## src/rtl/uart_pkg.sv

```systemverilog
// Shared constants for the UART receive deframer: start-of-frame marker,
// FSM state encoding, error codes and a length-legality helper.
package uart_pkg;

  localparam logic [7:0] SOF = 8'hA5;

  typedef enum logic [2:0] {
    ST_IDLE    = 3'd0,
    ST_GET_LEN = 3'd1,
    ST_GET_PAY = 3'd2,
    ST_GET_CHK = 3'd3,
    ST_OUT     = 3'd4
  } state_t;

  localparam logic [1:0] ERR_NONE = 2'd0;
  localparam logic [1:0] ERR_CHK  = 2'd1;
  localparam logic [1:0] ERR_LEN  = 2'd2;
  localparam logic [1:0] ERR_TMO  = 2'd3;

  // A length byte is legal when it is non-zero and fits the payload store.
  function automatic logic len_ok(input logic [7:0] len, input int unsigned max_len);
    return (len != 8'd0) && (32'(len) <= max_len);
  endfunction

endpackage

```

## src/rtl/uart_frame_buf.sv

```systemverilog
// Payload store for one frame: DEPTH x 8, one write port, one registered read port.
// Ports:
//   clk_i, rst_i        clock, async active-high reset (read register only)
//   wr_en/wr_addr/wr_data  write port
//   rd_en/rd_addr       read request; rd_data updates on the next rising edge
//   rd_data             registered read data, holds when rd_en=0
module uart_frame_buf #(
  parameter int unsigned DEPTH = 16,
  parameter int unsigned AW    = 4
) (
  input  logic          clk_i,
  input  logic          rst_i,
  input  logic          wr_en,
  input  logic [AW-1:0] wr_addr,
  input  logic [7:0]    wr_data,
  input  logic          rd_en,
  input  logic [AW-1:0] rd_addr,
  output logic [7:0]    rd_data
);

  logic [7:0] mem [DEPTH];

  // Storage array is never reset.
  always_ff @(posedge clk_i) begin
    if (wr_en) mem[wr_addr] <= wr_data;
  end

  // Read register holds its value while the consumer stalls.
  always_ff @(posedge clk_i or posedge rst_i) begin
    if (rst_i) rd_data <= 8'd0;
    else if (rd_en) rd_data <= mem[rd_addr];
  end

endmodule

```

## src/rtl/uart_rx_deframer.sv

```systemverilog
// Receives SOF/LEN/payload/CHK frames from a byte-strobe UART PHY, verifies
// length and XOR checksum, and replays the payload on a valid/ready stream.
// Ports:
//   clk_i, rst_i              clock, async active-high reset
//   vd_i, data_i              received byte strobe and value
//   m_data_o, m_valid_o, m_ready_i, m_last_o   payload stream
//   frame_err_o               one-cycle pulse per discarded frame
//   err_code_o                cause of the last discard (1=chk, 2=len, 3=timeout)
module uart_rx_deframer
  import uart_pkg::*;
#(
  parameter int unsigned MAX_LEN     = 16,
  parameter int unsigned TIMEOUT_CYC = 50000
) (
  input  logic       clk_i,
  input  logic       rst_i,
  input  logic       vd_i,
  input  logic [7:0] data_i,
  output logic [7:0] m_data_o,
  output logic       m_valid_o,
  input  logic       m_ready_i,
  output logic       m_last_o,
  output logic       frame_err_o,
  output logic [1:0] err_code_o
);

  localparam int unsigned AW = (MAX_LEN > 1) ? $clog2(MAX_LEN) : 1;
  localparam int unsigned TW = $clog2(TIMEOUT_CYC + 1);
  localparam logic [TW-1:0] TMO_LAST = TW'(TIMEOUT_CYC - 1);

  state_t        state_q, state_d;
  logic [7:0]    len_q, wr_idx_q, rd_idx_q, xor_q;
  logic [TW-1:0] tmo_q;

  logic          in_frame_c, timeout_c, xfer_c;
  logic          rd_en_c, wr_en_c, err_pulse_c, valid_d, last_d;
  logic [7:0]    rd_sel_c, nxt_rd_c;
  logic [1:0]    err_code_c;

  assign in_frame_c = (state_q == ST_GET_LEN) || (state_q == ST_GET_PAY) ||
                      (state_q == ST_GET_CHK);
  // A byte on the expiry cycle wins over the timeout.
  assign timeout_c  = in_frame_c && !vd_i && (tmo_q == TMO_LAST);
  assign xfer_c     = m_valid_o && m_ready_i;
  assign wr_en_c    = (state_q == ST_GET_PAY) && vd_i;
  assign nxt_rd_c   = rd_idx_q + 8'd1;

  // State register.
  always_ff @(posedge clk_i or posedge rst_i) begin
    if (rst_i) state_q <= ST_IDLE;
    else       state_q <= state_d;
  end

  // Next-state logic.
  always_comb begin
    state_d = state_q;
    case (state_q)
      ST_IDLE:    if (vd_i && data_i == SOF) state_d = ST_GET_LEN;
      ST_GET_LEN: if (vd_i) state_d = len_ok(data_i, MAX_LEN) ? ST_GET_PAY : ST_IDLE;
                  else if (timeout_c) state_d = ST_IDLE;
      ST_GET_PAY: if (vd_i) begin
                    if (wr_idx_q == len_q - 8'd1) state_d = ST_GET_CHK;
                  end else if (timeout_c) state_d = ST_IDLE;
      ST_GET_CHK: if (vd_i) state_d = (data_i == xor_q) ? ST_OUT : ST_IDLE;
                  else if (timeout_c) state_d = ST_IDLE;
      ST_OUT:     if (xfer_c && m_last_o) state_d = ST_IDLE;
      default:    state_d = ST_IDLE;
    endcase
  end

  // Output/control logic: error reporting and read-port sequencing.
  always_comb begin
    err_pulse_c = 1'b0;
    err_code_c  = err_code_o;
    rd_en_c     = 1'b0;
    rd_sel_c    = 8'd0;
    valid_d     = m_valid_o;
    last_d      = m_last_o;
    case (state_q)
      ST_GET_LEN: begin
        if (vd_i && !len_ok(data_i, MAX_LEN)) begin
          err_pulse_c = 1'b1;
          err_code_c  = ERR_LEN;
        end else if (timeout_c) begin
          err_pulse_c = 1'b1;
          err_code_c  = ERR_TMO;
        end
      end
      ST_GET_PAY: begin
        if (timeout_c) begin
          err_pulse_c = 1'b1;
          err_code_c  = ERR_TMO;
        end
      end
      ST_GET_CHK: begin
        if (vd_i && data_i == xor_q) begin
          // Prefetch byte 0 so valid rises one cycle after the CHK strobe.
          rd_en_c  = 1'b1;
          rd_sel_c = 8'd0;
          valid_d  = 1'b1;
          last_d   = (len_q == 8'd1);
        end else if (vd_i) begin
          err_pulse_c = 1'b1;
          err_code_c  = ERR_CHK;
        end else if (timeout_c) begin
          err_pulse_c = 1'b1;
          err_code_c  = ERR_TMO;
        end
      end
      ST_OUT: begin
        if (xfer_c) begin
          if (m_last_o) begin
            valid_d = 1'b0;
            last_d  = 1'b0;
          end else begin
            rd_en_c  = 1'b1;
            rd_sel_c = nxt_rd_c;
            last_d   = (nxt_rd_c == len_q - 8'd1);
          end
        end
      end
      default: ;
    endcase
  end

  // Datapath registers: counters, checksum and registered outputs.
  always_ff @(posedge clk_i or posedge rst_i) begin
    if (rst_i) begin
      len_q       <= 8'd0;
      wr_idx_q    <= 8'd0;
      rd_idx_q    <= 8'd0;
      xor_q       <= 8'd0;
      tmo_q       <= '0;
      m_valid_o   <= 1'b0;
      m_last_o    <= 1'b0;
      frame_err_o <= 1'b0;
      err_code_o  <= ERR_NONE;
    end else begin
      if (in_frame_c && !vd_i) tmo_q <= tmo_q + TW'(1);
      else                     tmo_q <= '0;
      if (state_q == ST_GET_LEN && vd_i && len_ok(data_i, MAX_LEN)) begin
        len_q    <= data_i;
        xor_q    <= data_i;
        wr_idx_q <= 8'd0;
      end
      if (wr_en_c) begin
        xor_q    <= xor_q ^ data_i;
        wr_idx_q <= wr_idx_q + 8'd1;
      end
      if (rd_en_c) rd_idx_q <= rd_sel_c;
      m_valid_o   <= valid_d;
      m_last_o    <= last_d;
      frame_err_o <= err_pulse_c;
      if (err_pulse_c) err_code_o <= err_code_c;
    end
  end

  uart_frame_buf #(
    .DEPTH(MAX_LEN),
    .AW   (AW)
  ) u_buf (
    .clk_i  (clk_i),
    .rst_i  (rst_i),
    .wr_en  (wr_en_c),
    .wr_addr(AW'(wr_idx_q)),
    .wr_data(data_i),
    .rd_en  (rd_en_c),
    .rd_addr(AW'(rd_sel_c)),
    .rd_data(m_data_o)
  );

endmodule

```

## config.mk

```make
export PLATFORM = sky130hd
export DESIGN_NAME = uart_rx_deframer
export DESIGN_NICKNAME = d
export VERILOG_FILES = /design/src/rtl/uart_pkg.sv /design/src/rtl/uart_frame_buf.sv /design/src/rtl/uart_rx_deframer.sv
export SDC_FILE = /design/constraint.sdc
export NUM_CORES = 1
export LEC_CHECK = 0
export ABC_AREA = 1
export BUFFER_PORTS_ARGS = -buffer_cell sky130_fd_sc_hd__clkbuf_2
export CELL_PAD_IN_SITES_DETAIL_PLACEMENT = 1
export CELL_PAD_IN_SITES_GLOBAL_PLACEMENT = 1
export CORE_UTILIZATION = 24
export CTS_BUF_LIST = sky130_fd_sc_hd__clkbuf_8
export CTS_CLUSTER_SIZE = 8
export DETAILED_ROUTE_END_ITERATION = 8
export GPL_TIMING_DRIVEN = 0
export PLACE_DENSITY = 0.48
export SETUP_SLACK_MARGIN = 0.05
export SYNTH_ARGS = -nofsm -noshare
export SYNTH_HDL_FRONTEND = slang
export SYNTH_SLANG_ARGS = --single-unit
```

## constraint.sdc

```tcl
create_clock -name clk_i -period 1.86 [get_ports clk_i]
set_input_delay 0.093 -clock clk_i [delete_from_list [all_inputs] [get_ports clk_i]]
set_output_delay 0.093 -clock clk_i [all_outputs]
set_load 0.03 [all_outputs]
```

[Word-level counts from Yosys, hierarchy flattened]
Memories as Yosys holds them, arrays and structs flattened. A register that Yosys moved wholly into a read port is not among the register bits.
Index checks and enable logic that the tools add are counted.
Storage, ports and cells
  memory bits (writable): 128
  input bits: 12
  memories kept: 1
  output and inout port bits: 13
  word-level logic and storage cells: 100
  register bits after elaboration: 56
Operators by class
  multiplexer cells: 42
  magnitude comparators: 1
  reductions and logical operators: 24
  eq/ne operators: 17
  bitwise gates (word level): 1
  add/subtract/negate cells: 4
Memories
  u_buf.mem: words 16, bits a word 8, rd ports 1, clocked after Yosys merged registers in 1, write ports 1, RTL line uart_frame_buf.sv:21  | logic [7:0] mem [DEPTH];
Operator list (count)
  8-bit 2-to-1 mux: 7
  8-bit equality test: 3
  3-bit 2-to-1 mux: 8
  16-bit by 1-bit adder with 16-bit output, second input constant: 1
  8-bit by 1-bit adder with 8-bit output, second input constant: 2
  16-bit equality test, second input constant: 1
  16-bit 2-to-1 mux: 1
  1-bit 2-to-1 mux: 15
  3-bit one-hot mux with 5 select lines: 1
  1-bit logical AND: 11
  2-bit 2-to-1 mux: 5
  2-bit inequality test, second input constant: 5
  3-bit AND reduction: 3
  8-bit by 1-bit equality test with 1-bit output, second input constant: 1
  8-bit equality test, second input constant: 1
  8-bit by 5-bit <= comparator with 1-bit output, second input constant: 1
  8-bit nonzero test: 1
  8-bit by 1-bit subtractor with 8-bit output, second input constant: 1
  8-bit bitwise XOR: 1
  3-bit by 2-bit equality test with 1-bit output, second input constant: 2
  1-bit one-hot mux with 2 select lines: 3
  2-bit one-hot mux with 3 select lines: 1
  4-bit AND reduction: 1
  2-bit nonzero test: 2
  9 further kinds: 11

[Logic depth before layout (Yosys ltp)]
  depth in word-level cells: 10
  mapped depth: 14
  mapped depth without buffers: 14

[Cells and area by module]
From an unflattened synthesis, not the netlist that was laid out.
Unflattened totals
  cell total of the unflattened synthesis: 944
  area, all modules: 9061.2 um^2
By module, submodules not included
  uart_frame_buf: times used 1, seq. area each 4043.9 um^2, area an instance 5595.4 um^2, cells an instance 482
  uart_rx_deframer: times used 1, seq. area each 1401.3 um^2, area an instance 3465.8 um^2, cells an instance 462

[Worst setup path before layout]
OpenSTA, ideal clock, no wires.
  kind: register to register
  start point: register state_q[2]
  end point: register wr_idx_q[6]
  cell stages (with the launch flop): 9
  data required time: 1.737 ns
  library setup time: 0.123 ns
  slack: -0.035 ns
  clock period less this slack: 1.895 ns
  arrival: 1.772 ns
  path buffers: 0
  cell sequence: dfrtp_1 nor2_2 nand3_2 inv_1 nand2_1 nor2_1 nand3_1 nand3_1 o21ai_1
On the way
  word-level cells in the longest chain between the ends: 4
  elaborated cells on any way between the ends: 7
  classes of those cells: 2 x eq/ne; 1 x mux; 4 x reduce/logical
RTL lines
  from (decl): RTL line uart_rx_deframer.sv:31  | state_t state_q, state_d;
  from (signal assigned): RTL line uart_rx_deframer.sv:51  | else state_q <= state_d;
  3-bit by 1-bit equality test with 1-bit output: RTL line uart_rx_deframer.sv:141  | if (state_q == ST_GET_LEN && vd_i && len_ok(data_i, MAX_LEN)) begin
  1-bit logical AND (2 in series): RTL line uart_rx_deframer.sv:141
  2-bit nonzero test (no line)
  to (signal assigned): RTL line uart_rx_deframer.sv:148  | wr_idx_q <= wr_idx_q + 8'd1;
  to (decl): RTL line uart_rx_deframer.sv:32  | logic [7:0] len_q, wr_idx_q, rd_idx_q, xor_q;
Parallel ways exist; a longest one is shown, timed or not.
A chain may end at the register's enable or synchronous reset.

[Final worst setup path]
  start point: register m_last_o
  end point: register u_buf.rd_data[7] (read register of u_buf.mem)
On the way
  word-level cells in the longest chain between the ends: 3
  elaborated cells on any way between the ends: 6
  classes of those cells: 6 x mux
RTL lines
  from (decl): RTL line uart_rx_deframer.sv:22  | output logic m_last_o,
  from (signal assigned): RTL line uart_rx_deframer.sv:152  | m_last_o <= last_d;
  1-bit 2-to-1 mux / 8-bit 2-to-1 mux (equally long branches): RTL line uart_rx_deframer.sv:112  | if (m_last_o) begin
  1-bit 2-to-1 mux / 8-bit 2-to-1 mux (equally long branches): RTL line uart_rx_deframer.sv:111  | if (xfer_c) begin
  1-bit one-hot mux with 2 select lines / 8-bit 2-to-1 mux (equally long branches)
  to (decl): RTL line uart_frame_buf.sv:18  | output logic [7:0] rd_data
Parallel ways exist; a longest one is shown, timed or not.

==> impl_metrics.toml <==
[clocking]
h-tree-depth = 4
path_clk_slew_ps = 100
cts_sinks = 192
clkLatencyLatePin_ps = 510
cts_tree = "yes"
numCtsBuffers = 17
clock_path_buffers = 2
cts_root_buf = "clkbuf_8"

[die]
die_w_um = 197
core-area_um2 = 37600
die_area_um2 = 38900
core.rowCount = 71
die_h_um = 197
start_util_pct = 24.3
boundaryPins = 25

[sta]
clock_skew_ps = 14.8
rsz0062_at_grt = "true"
timing.setup.tns_ps = -42.1
drv_slew = 0
setup_slack_ps = -13.6
finalHoldViolations = 0
post-route-period-util_pct = 101
fin_crit_ps = 1870
max_freq_mhz = 534
slew_headroom_pct = 59.0
worst_pin_slew_ps = 615
finalSetupViolations = 5
fin_hold_ws_ps = 123

[place]
place.gp.congestion = 0.831
dpl.hpwl_um = 20100
numPortBuffers = 24
pre_cts_slack_ps = -923

[power]
finalPower_uw = 10500
ir_worst_vdd_mv = 0.470
cellPowerDensity_nw_per_um2 = 849
p_leak_uw = 0.00521

[routing]
num_vias = 7175
wl_per_cell_um = 18.1
viasPerCell = 4.35
first_pass_iters = 4
antenna_left = 0
drtIter0Drc = 418
drc = 0
wl_um = 29900

[critical_path]
rr_worst_depth = 14
crit_type = "reg2reg"
cp-end-kind = "flop"
critical_path_peak_fanout = 8
startpoint_type = "flop"
crit_required_ps = 2260
cp_data_arrival_time_ps = 2270

[grt]
antenna_found_initial = 0
grt.total_usage_pct = 15.9
grt_pass1_wl_um = 45400
grt_max_degree = 55
grt-ovfl-total = 0
grt_pass1_vias = 7323

[yosys]
syn_area_um2 = 9150
netlist-cell-type-count = 36
yosysSeqAreaShare_pct = 59.5
yosys_warnings = 0
synthCells = 1014
synth.avg_cell_area_um2 = 9.02
ys_seq_elements = 192
synth_nets = 1034

[run_status]
violations = "negative setup slack"
status = "finished with violations"

[hold_path]
hp-class = "in2reg"
hold_path_depth = 5

[flow_run]
cap_violations = 0

[finish]
nets = 1144
synthToLayoutAreaGrowth_pct = 35.4
diodes = 0
final_layout_size_suffix_gt1_share_pct = 31.0
fill_cells = 4253
==> synthesized netlist by cell type <==
master / number / area (um2)
nand3_4: 1 / 17.5
a22o_1: 1 / 8.76
nand2_2: 3 / 18.8
o21a_1: 1 / 7.51
xnor2_1: 6 / 52.6
a21oi_1: 13 / 65.1
o221ai_1: 2 / 17.5
o21ai_0: 25 / 125
nor4_1: 3 / 18.8
o211ai_1: 3 / 22.5
o21ai_1: 1 / 5.00
nor2_1: 122 / 458
a211oi_1: 1 / 7.51
nand3_1: 124 / 621
edfxtp_1: 128 / 3840
nor2_8: 2 / 40.0
nand3_2: 2 / 20.0
nand2_4: 1 / 11.3
nor3_1: 13 / 65.1
nor2_4: 2 / 22.5
buf_6: 4 / 45.0
buf_2: 14 / 70.1
nand2_1: 328 / 1230
nor2_2: 2 / 12.5
inv_2: 8 / 30.0
inv_1: 91 / 342
buf_4: 4 / 30.0
dfrtp_1: 64 / 1600
a31oi_1: 2 / 12.5
ha_1: 8 / 100
o32ai_1: 1 / 8.76
nor3b_1: 1 / 7.51
clkbuf_1: 8 / 30.0
xor2_1: 10 / 87.6
o22ai_1: 5 / 31.3
nand4_1: 10 / 62.6
==> critical path: stages, from the launching register on <==
cell and delay (ps):
dfrtp_2 450, inv_1 140, nand2_4 70, nor2_4 130, buf_12 130, nand2_8 110, buf_8 150, nand2_1 50
nand2_1 100, nand2_2 100, nand3_1 80, nand3_2 90, nand2_2 60, nand2_2 60, nand2_1 40
==> cell usage in the layout (no fill, tap or decap), types with 3 or more instances in the layout <==
cell | synthesis | final
o22ai_1 | 5 | 5
nand3_1 | 124 | 79
o21ai_0 | 25 | 24
nand4_1 | 10 | 10
nand3_2 | 2 | 37
nor2_1 | 122 | 82
nor2_2 | 2 | 12
dfrtp_1 | 64 | 60
xor2_1 | 10 | 10
buf_6 | 4 | 15
buf_16 | 0 | 4
a21oi_1 | 13 | 12
clkbuf_8 | 0 | 17
o211ai_1 | 3 | 3
clkbuf_16 | 0 | 4
edfxtp_1 | 128 | 128
inv_6 | 0 | 4
nand2_2 | 3 | 72
dfrtp_2 | 0 | 4
bufinv_16 | 0 | 3
nand2_4 | 1 | 5
clkinvlp_4 | 0 | 4
buf_4 | 4 | 38
inv_2 | 8 | 6
buf_12 | 0 | 20
nand2_1 | 328 | 248
buf_8 | 0 | 9
clkbuf_2 | 0 | 25
nand2_8 | 0 | 7
inv_4 | 0 | 5
ha_1 | 8 | 6
inv_1 | 91 | 88
nor3_4 | 0 | 5
nor2_4 | 2 | 32
nand3_4 | 1 | 11
clkinv_4 | 0 | 3
xnor2_1 | 6 | 5
nor3_1 | 13 | 7
dlygate4sd3_1 | 0 | 3
==> final cells by class <==
type	instances	area (um2)	share of cell area [%]
clock buffers	17	234	1.89
plain buffers	28	362	2.92
well taps	511	639	5.16
flip-flops and latches	192	5450	44.0
repair inverters	1	7.51	0.0606
clock inverters	15	169	1.36
multi-input cells	693	4130	33.3
inverters	99	398	3.21
repair buffers	92	1000	8.08
==> power by group <==
part / internal [uW] / switching, uW
clock network: 1330 / 1640
registers: 4850 / 282
logic: 814 / 1600
total: 6990 / 3530
==> sequential cells by signal, summed over array words and instances (netlist names) <==
name / flops
rd_idx_q: 8
xor_q: 8
wr_idx_q: 8
u_buf.mem: 128
m_valid_o: 1
tmo_q: 16
state_q: 3
frame_err_o: 1
u_buf.rd_data: 8
err_code_o: 2
len_q: 8
m_last_o: 1
==> path summary, 6_finish.rpt <==
kind	from	to	slack [ps]
min in group asynchronous	rst_i	frame_err_o	610
worst min-delay path	vd_i	state_q[1]	120
max in group asynchronous	rst_i	state_q[2]	710
worst max register to register	m_last_o	u_buf.rd_data[7]	-10
worst min register to register	tmo_q[0]	tmo_q[0]	470
worst max-delay path	m_last_o	u_buf.rd_data[7]	-10
==> per-stage QoR <==
step,std cells,area [um2],utilization [%]
finish,1648,12400,33.0
global route,1648,12400,33.0
CTS,1630,11600,30.8
detailed placement,1550,9940,26.5
global placement,1549,9910,26.4
floorplan,1014,9150,-
==> timing repair <==
action	in CTS	in global routing
endpoints found under the hold margin	65	0
hold buffers	3	0
gates resized for setup	181	161
pin swaps	41	72
buffers inserted	42	16
setup endpoints to repair	162	143
gates cloned	3	5
==> routing by layer <==
metal / vias to the layer above / part of all wire (%) / global-route usage, %
met5: - / 0 / 0
met4: 0 / 2.2 / 6.20
met3: 33 / 2.0 / 2.66
met2: 73 / 49 / 25.8
met1: 3523 / 47 / 21.1
li1: 3546 / - / -
==> cell families (layout without fill, tap and decap cells) <==
kind of cell	Yosys count	count (layout)	share of synthesized area, %
adder cells (fa/ha/maj)	8	8	1.09
buffers and inverters	129	252	5.98
AND/OR/NAND/NOR	614	614	28.5
flip-flops	192	192	59.5
XOR/XNOR	16	16	1.53
AO/OA/AOI/OAI	55	55	3.40
No activity file was read; power rests on OpenSTA's default activity.
